<file path="config.mk">
export PLATFORM = sky130hd
export DESIGN_NAME = rr_priority_arbiter
export DESIGN_NICKNAME = d
export VERILOG_FILES = /design/src/rtl/arb_pkg.sv /design/src/rtl/arb_pick.sv /design/src/rtl/rr_priority_arbiter.sv
export SDC_FILE = /design/constraint.sdc
export NUM_CORES = 1
export LEC_CHECK = 0
export BUFFER_PORTS_ARGS = -buffer_cell sky130_fd_sc_hd__buf_2
export CELL_PAD_IN_SITES_DETAIL_PLACEMENT = 1
export CELL_PAD_IN_SITES_GLOBAL_PLACEMENT = 1
export CORE_AREA = 3 3 68 70
export CTS_BUF_LIST = sky130_fd_sc_hd__clkbuf_4
export DETAILED_ROUTE_END_ITERATION = 8
export DIE_AREA = 0 0 71 73
export PLACE_DENSITY_LB_ADDON = 0.1
export RECOVER_POWER = 50
export SYNTH_ARGS = -nofsm -noshare
export SYNTH_HDL_FRONTEND = slang
export SYNTH_HIERARCHICAL = 1
export SYNTH_SLANG_ARGS = --single-unit
</file>
<file path="constraint.sdc">
create_clock -name clk -period 3.5 [get_ports clk]
set_clock_uncertainty 0.05 [all_clocks]
set_input_delay 0.35 -clock clk [delete_from_list [all_inputs] [get_ports clk]]
set_output_delay 0.35 -clock clk [all_outputs]
set_load 0.005 [all_outputs]
</file>
<file path="src/rtl/arb_pkg.sv">
// Shared types and constants for the round-robin / fixed-priority arbiter.
package arb_pkg;

    typedef enum logic {
        ARB_IDLE = 1'b0,
        ARB_BUSY = 1'b1
    } arb_state_e;

    localparam logic ARB_FIXED = 1'b0;
    localparam logic ARB_RR    = 1'b1;

    // Width of a counter that must hold values 0..max_val, never narrower than one bit.
    function automatic int cnt_width(input int max_val);
        return (max_val < 1) ? 1 : $clog2(max_val + 1);
    endfunction

endpackage

</file>
<file path="src/rtl/arb_pick.sv">
// Combinational "first set bit at or after start, wrapping N-1 -> 0" search.
module arb_pick #(
    parameter int N   = 4,
    parameter int IDW = $clog2(N)
) (
    input  logic [N-1:0]   req,
    input  logic [IDW-1:0] start,
    output logic [N-1:0]   onehot,
    output logic [IDW-1:0] idx,
    output logic           found
);

    always_comb begin
        onehot = '0;
        idx    = '0;
        found  = 1'b0;
        for (int i = 0; i < N; i++) begin
            if (!found && req[(int'(start) + i) % N]) begin
                found                        = 1'b1;
                idx                          = IDW'((int'(start) + i) % N);
                onehot[(int'(start) + i) % N] = 1'b1;
            end
        end
    end

endmodule

</file>
<file path="src/rtl/rr_priority_arbiter.sv">
// N-requester arbiter with registered one-hot grant, fixed-priority or
// round-robin selection, and a bounded hold time while others are waiting.
//
//   state    | meaning
//   ARB_IDLE | no owner, grant outputs all zero
//   ARB_BUSY | owner_q holds the grant, hold_cnt counts its cycles
module rr_priority_arbiter
    import arb_pkg::*;
#(
    parameter  int N        = 4,
    parameter  int MAX_HOLD = 8,
    localparam int IDW      = $clog2(N)
) (
    input  logic           clk,
    input  logic           rst_n,
    input  logic           mode,
    input  logic [N-1:0]   req,
    output logic [N-1:0]   grant,
    output logic           grant_valid,
    output logic [IDW-1:0] grant_id
);

    localparam int HCW = cnt_width(MAX_HOLD);

    arb_state_e     state_q;
    logic [IDW-1:0] owner_q;
    logic [IDW-1:0] ptr_q;
    logic [HCW-1:0] hold_cnt;

    logic           owner_req;
    logic           others_req;
    logic           expired;
    logic [N-1:0]   pick_req;
    logic [IDW-1:0] pick_start;
    logic [N-1:0]   pick_onehot;
    logic [IDW-1:0] pick_idx;
    logic           pick_found;
    logic [IDW-1:0] ptr_next;
    logic           new_grant;
    logic           go_idle;

    // grant is the registered one-hot of owner_q while busy, so it doubles as the owner mask
    assign owner_req  = req[owner_q];
    assign others_req = |(req & ~grant);
    assign expired    = (MAX_HOLD != 0) && (hold_cnt == HCW'(MAX_HOLD));

    assign pick_req   = ((state_q == ARB_BUSY) && owner_req && expired) ? (req & ~grant) : req;
    assign pick_start = (mode == ARB_RR) ? ptr_q : '0;

    arb_pick #(
        .N   (N),
        .IDW (IDW)
    ) u_pick (
        .req    (pick_req),
        .start  (pick_start),
        .onehot (pick_onehot),
        .idx    (pick_idx),
        .found  (pick_found)
    );

    assign ptr_next = (pick_idx == IDW'(N - 1)) ? '0 : pick_idx + IDW'(1);

    always_comb begin
        new_grant = 1'b0;
        go_idle   = 1'b0;
        if (state_q == ARB_IDLE) begin
            new_grant = pick_found;
        end else if (!owner_req) begin
            new_grant = pick_found;
            go_idle   = !pick_found;
        end else if (expired) begin
            new_grant = others_req;
        end
    end

    always_ff @(posedge clk or negedge rst_n) begin
        if (!rst_n) begin
            state_q     <= ARB_IDLE;
            owner_q     <= '0;
            ptr_q       <= '0;
            hold_cnt    <= '0;
            grant       <= '0;
            grant_valid <= 1'b0;
            grant_id    <= '0;
        end else if (new_grant) begin
            state_q     <= ARB_BUSY;
            owner_q     <= pick_idx;
            ptr_q       <= ptr_next;
            hold_cnt    <= HCW'(1);
            grant       <= pick_onehot;
            grant_valid <= 1'b1;
            grant_id    <= pick_idx;
        end else if (go_idle) begin
            state_q     <= ARB_IDLE;
            grant       <= '0;
            grant_valid <= 1'b0;
            grant_id    <= '0;
        end else if (state_q == ARB_BUSY) begin
            // expiry with nobody else waiting: owner keeps the grant and a fresh hold window
            if (expired) begin
                hold_cnt <= HCW'(1);
            end else begin
                hold_cnt <= hold_cnt + HCW'(1);
            end
        end
    end

endmodule

</file>
==> flow_summary_export.csv <==
group,metric,value,unit
pwr,p_per_area,796,nW/µm²
cells_and_area,diodes,0,
detailed_routing,remaining_drc_errors,0,
placement,numPortBuffers,13,
global_route,grt_first_pass_wirelength,5.11,mm
detailed_routing,antenna_left,0,
synthesis,synth_area_leaders,"dfrtp_1 32%, ha_1 8.4%, mux2_4 6.3%",
clock_network,clk-insertion-delay-late,0.30,ns
sta,worstMarginPinSlew,0.893,ns
clock_network,clock-sinks,15,
setup_path,crit_type,"reg2reg",
cells_and_area,area_growth,17.9,%
setup_path,r2r_end,"ptr_q[1]",
synthesis,syn-instance-count,107,
detailed_routing,drtIter0Drc,24,
floorplanning,start_util,0.296,
hold_path,hold_end,"ptr_q[0]",
synthesis,synth_top_area_cell,"dfrtp_1",
detailed_routing,dr.pass1.iters,4,
global_route,grt_pass1_vias,974,
hold_path,hold_path.class,"reg2reg",
detailed_routing,wire_per_inst,17.6,µm
synthesis,synth_cell_types,36,
floorplanning,die_area,5180,µm²
sta,setup_tns,0,ns
synthesis,synth-edff-count,0,
clock_network,clockBufferDepth,2,
sta,rsz0062_at_grt,"no",
sta,report.final.hold_viol_count,0,
clock_network,htree_levels,1,
placement,dpl_worst_slack,-0.0148,ns
clock_network,numCtsBuffers,3,
synthesis,synth_ff_type,"dfrtp_1",
detailed_routing,routed_via_density,5.40,
synthesis,yosysWarningCount,6,
cells_and_area,drive_gt1_frac,0.357,
sta,period_needed,3.26,ns
cells_and_area,utilization,0.348,
setup_path,critPathLaunchType,"flip-flop",
detailed_routing,wl,3.15,mm
placement,hpwl,2.47,mm
synthesis,synth_fp_nets,122,
floorplanning,num_rows,23,
synthesis,ys_seq_area_frac,0.315,
synthesis,yosys-top-cells-count,"15 x dfrtp_1, 8 x a22oi_1, 8 x ha_1, 8 x inv_1",
setup_path,cp.arrival,3.40,ns
hold_path,min-delay-start,"ptr_q[0]",
cells_and_area,final_cells,179,
synthesis,synth_most_common_cell,"dfrtp_1",
setup_path,r2r_cells,10,
synthesis,syn_avg_cell_area,11.1,µm²
clock_network,clk_pin_slew,0.11,ns
global_route,antenna_found_initial,0,
setup_path,path_max_fanout,5,
floorplanning,fp.dieH,73,µm
setup_path,crit_required,3.65,ns
clock_network,cts_tree,"built",
setup_path,cp-end-kind,"flip-flop",
setup_path,cp_slowest_cell,"mux4_1",
synthesis,synth_area,1190,µm²
outcome,status,"completed",
synthesis,async_flop_share,1.00,
global_route,grtUsageTotal,0.129,
pwr,peakVddDrop,0.177,mV
floorplanning,design.core.area,4030,µm²
setup_path,max_stage_delay,0.62,ns
setup_path,crit_chain,"mux4_2, nand2_4, nor2_2, a21boi_2, mux4_1, and2b_2, o21ai_0, o31ai_2, ha_1, mux2_4",
placement,dpl_cell_area,1340,µm²
sta,drv_slew,0,
detailed_routing,vias,966,
sta,min_period_over_period,0.930,
clock_network,clockRootBuffer,"clkbuf_4",
sta,slew-limit-headroom,0.405,
cells_and_area,design_area,1400,µm²
synthesis,ys_seq_elements,15,
hold_path,whs_path_depth,1,
placement,dpl.cell_count,173,
pwr,p_leak,0.619,nW
floorplanning,die_x,71,µm
job,max-cap-violations,0,
setup_path,r2r-start,"owner_q[0]",
cells_and_area,layout.nets,145,
sta,max_freq,307,MHz
floorplanning,pin_count,14,
synthesis,yosysTopAreaCellShare,0.315,
setup_path,r2r_slack,0.24,ns
placement,gp_congestion,0.729,
sta,setup_viol,0,
global_route,grt_overflow,0,
sta,timing.final.ws_setup,0.244,ns
global_route,grt_max_degree,16,
logic make-up (layout without fill, tap and decap cells):
family	Yosys count	after routing	share of synthesized area
xor+xnor	1	1	0.00735
buf+inv	11	33	0.0473
simple gates	24	24	0.129
fa+ha+maj	8	8	0.0840
mux	14	14	0.200
compound gates	34	34	0.217
flops	15	15	0.315
repair_timing:
action                                  in CTS  in global routing
hold buffers                                 1                  0
gates resized for setup                      0                 10
setup buffers                                0                  1
endpoints found under the setup margin       0                  2
endpoints found under the hold margin       15                  0
critical path, delay by kind of cell (launching register included):
family / cells / cell delay, ns
AO/OA/AOI/OAI: 3 / 0.51
adder cells (fa/ha/maj): 1 / 0.31
flip-flops: 1 / 0.42
multiplexers: 3 / 1.26
AND/OR/NAND/NOR: 3 / 0.59
report_power, final:
group | total [mW] | internal (mW) | switching (mW)
sequential | 0.308 | 0.244 | 0.0638
combinational | 0.700 | 0.359 | 0.341
clock | 0.109 | 0.0435 | 0.0657
total | 1.12 | 0.647 | 0.470
state kept, by name, indices dropped and copies added (netlist names):
register,count
grant,4
grant_id,2
hold_cnt,4
owner_q,2
ptr_q,2
state_q,1
stage by stage:
| stage | hold slack, ns | power [mW] |
|---|---|---|
| 2_1_floorplan | 0.00441 | 0.805 |
| 5_1_grt | 0.512 | 1.21 |
| 3_3_place_gp | 0.226 | 0.989 |
| 4_1_cts | 0.440 | 1.11 |
| 3_5_place_dp | 0.237 | 1.00 |
| 6_report | 0.480 | 1.12 |
per-layer routing:
metal / share of wire / track usage / up-vias
met4: 0.011 / 0.0626 / 0
met3: 0.029 / 0.0207 / 2
met5: 0 / 0 / -
li1: - / - / 455
met2: 0.47 / 0.203 / 14
met1: 0.48 / 0.172 / 495
area by class of cell:
class	instances	area [µm²]
clock buffer	3	22.5
clock inverter	1	7.51
fill	471	2630
inverter	8	30.0
multi-input combinational	81	782
sequential	15	375
tap	50	62.6
timing repair buffer	21	124
how the worst max path moves through the flow:
stage                from        to  cells past startpoint
2_1_floorplan  owner_q[0]  ptr_q[1]                     11
3_3_place_gp       req[3]  ptr_q[1]                     11
3_5_place_dp       req[3]  ptr_q[1]                     11
4_1_cts        owner_q[0]  ptr_q[1]                     10
5_1_grt        owner_q[0]  ptr_q[1]                     10
6_report       owner_q[0]  ptr_q[1]                     10
layout by cell type, fill, tap and decap left out, types with 3 or more instances in the layout:
master    Yosys  routed
clkbuf_1      1       3
clkbuf_4      0       3
dfrtp_1      15      15
mux2_4        5       5
a21boi_2      0       4
ha_1          8       8
inv_1         8       8
mux4_2        3       3
nand2b_1      5       5
buf_4         0       7
a22o_2        6       6
o21ai_0       5       5
a22oi_1       8       8
nor2_1        6       5
buf_2         0      10
No activity file was read; power rests on OpenSTA's default activity.
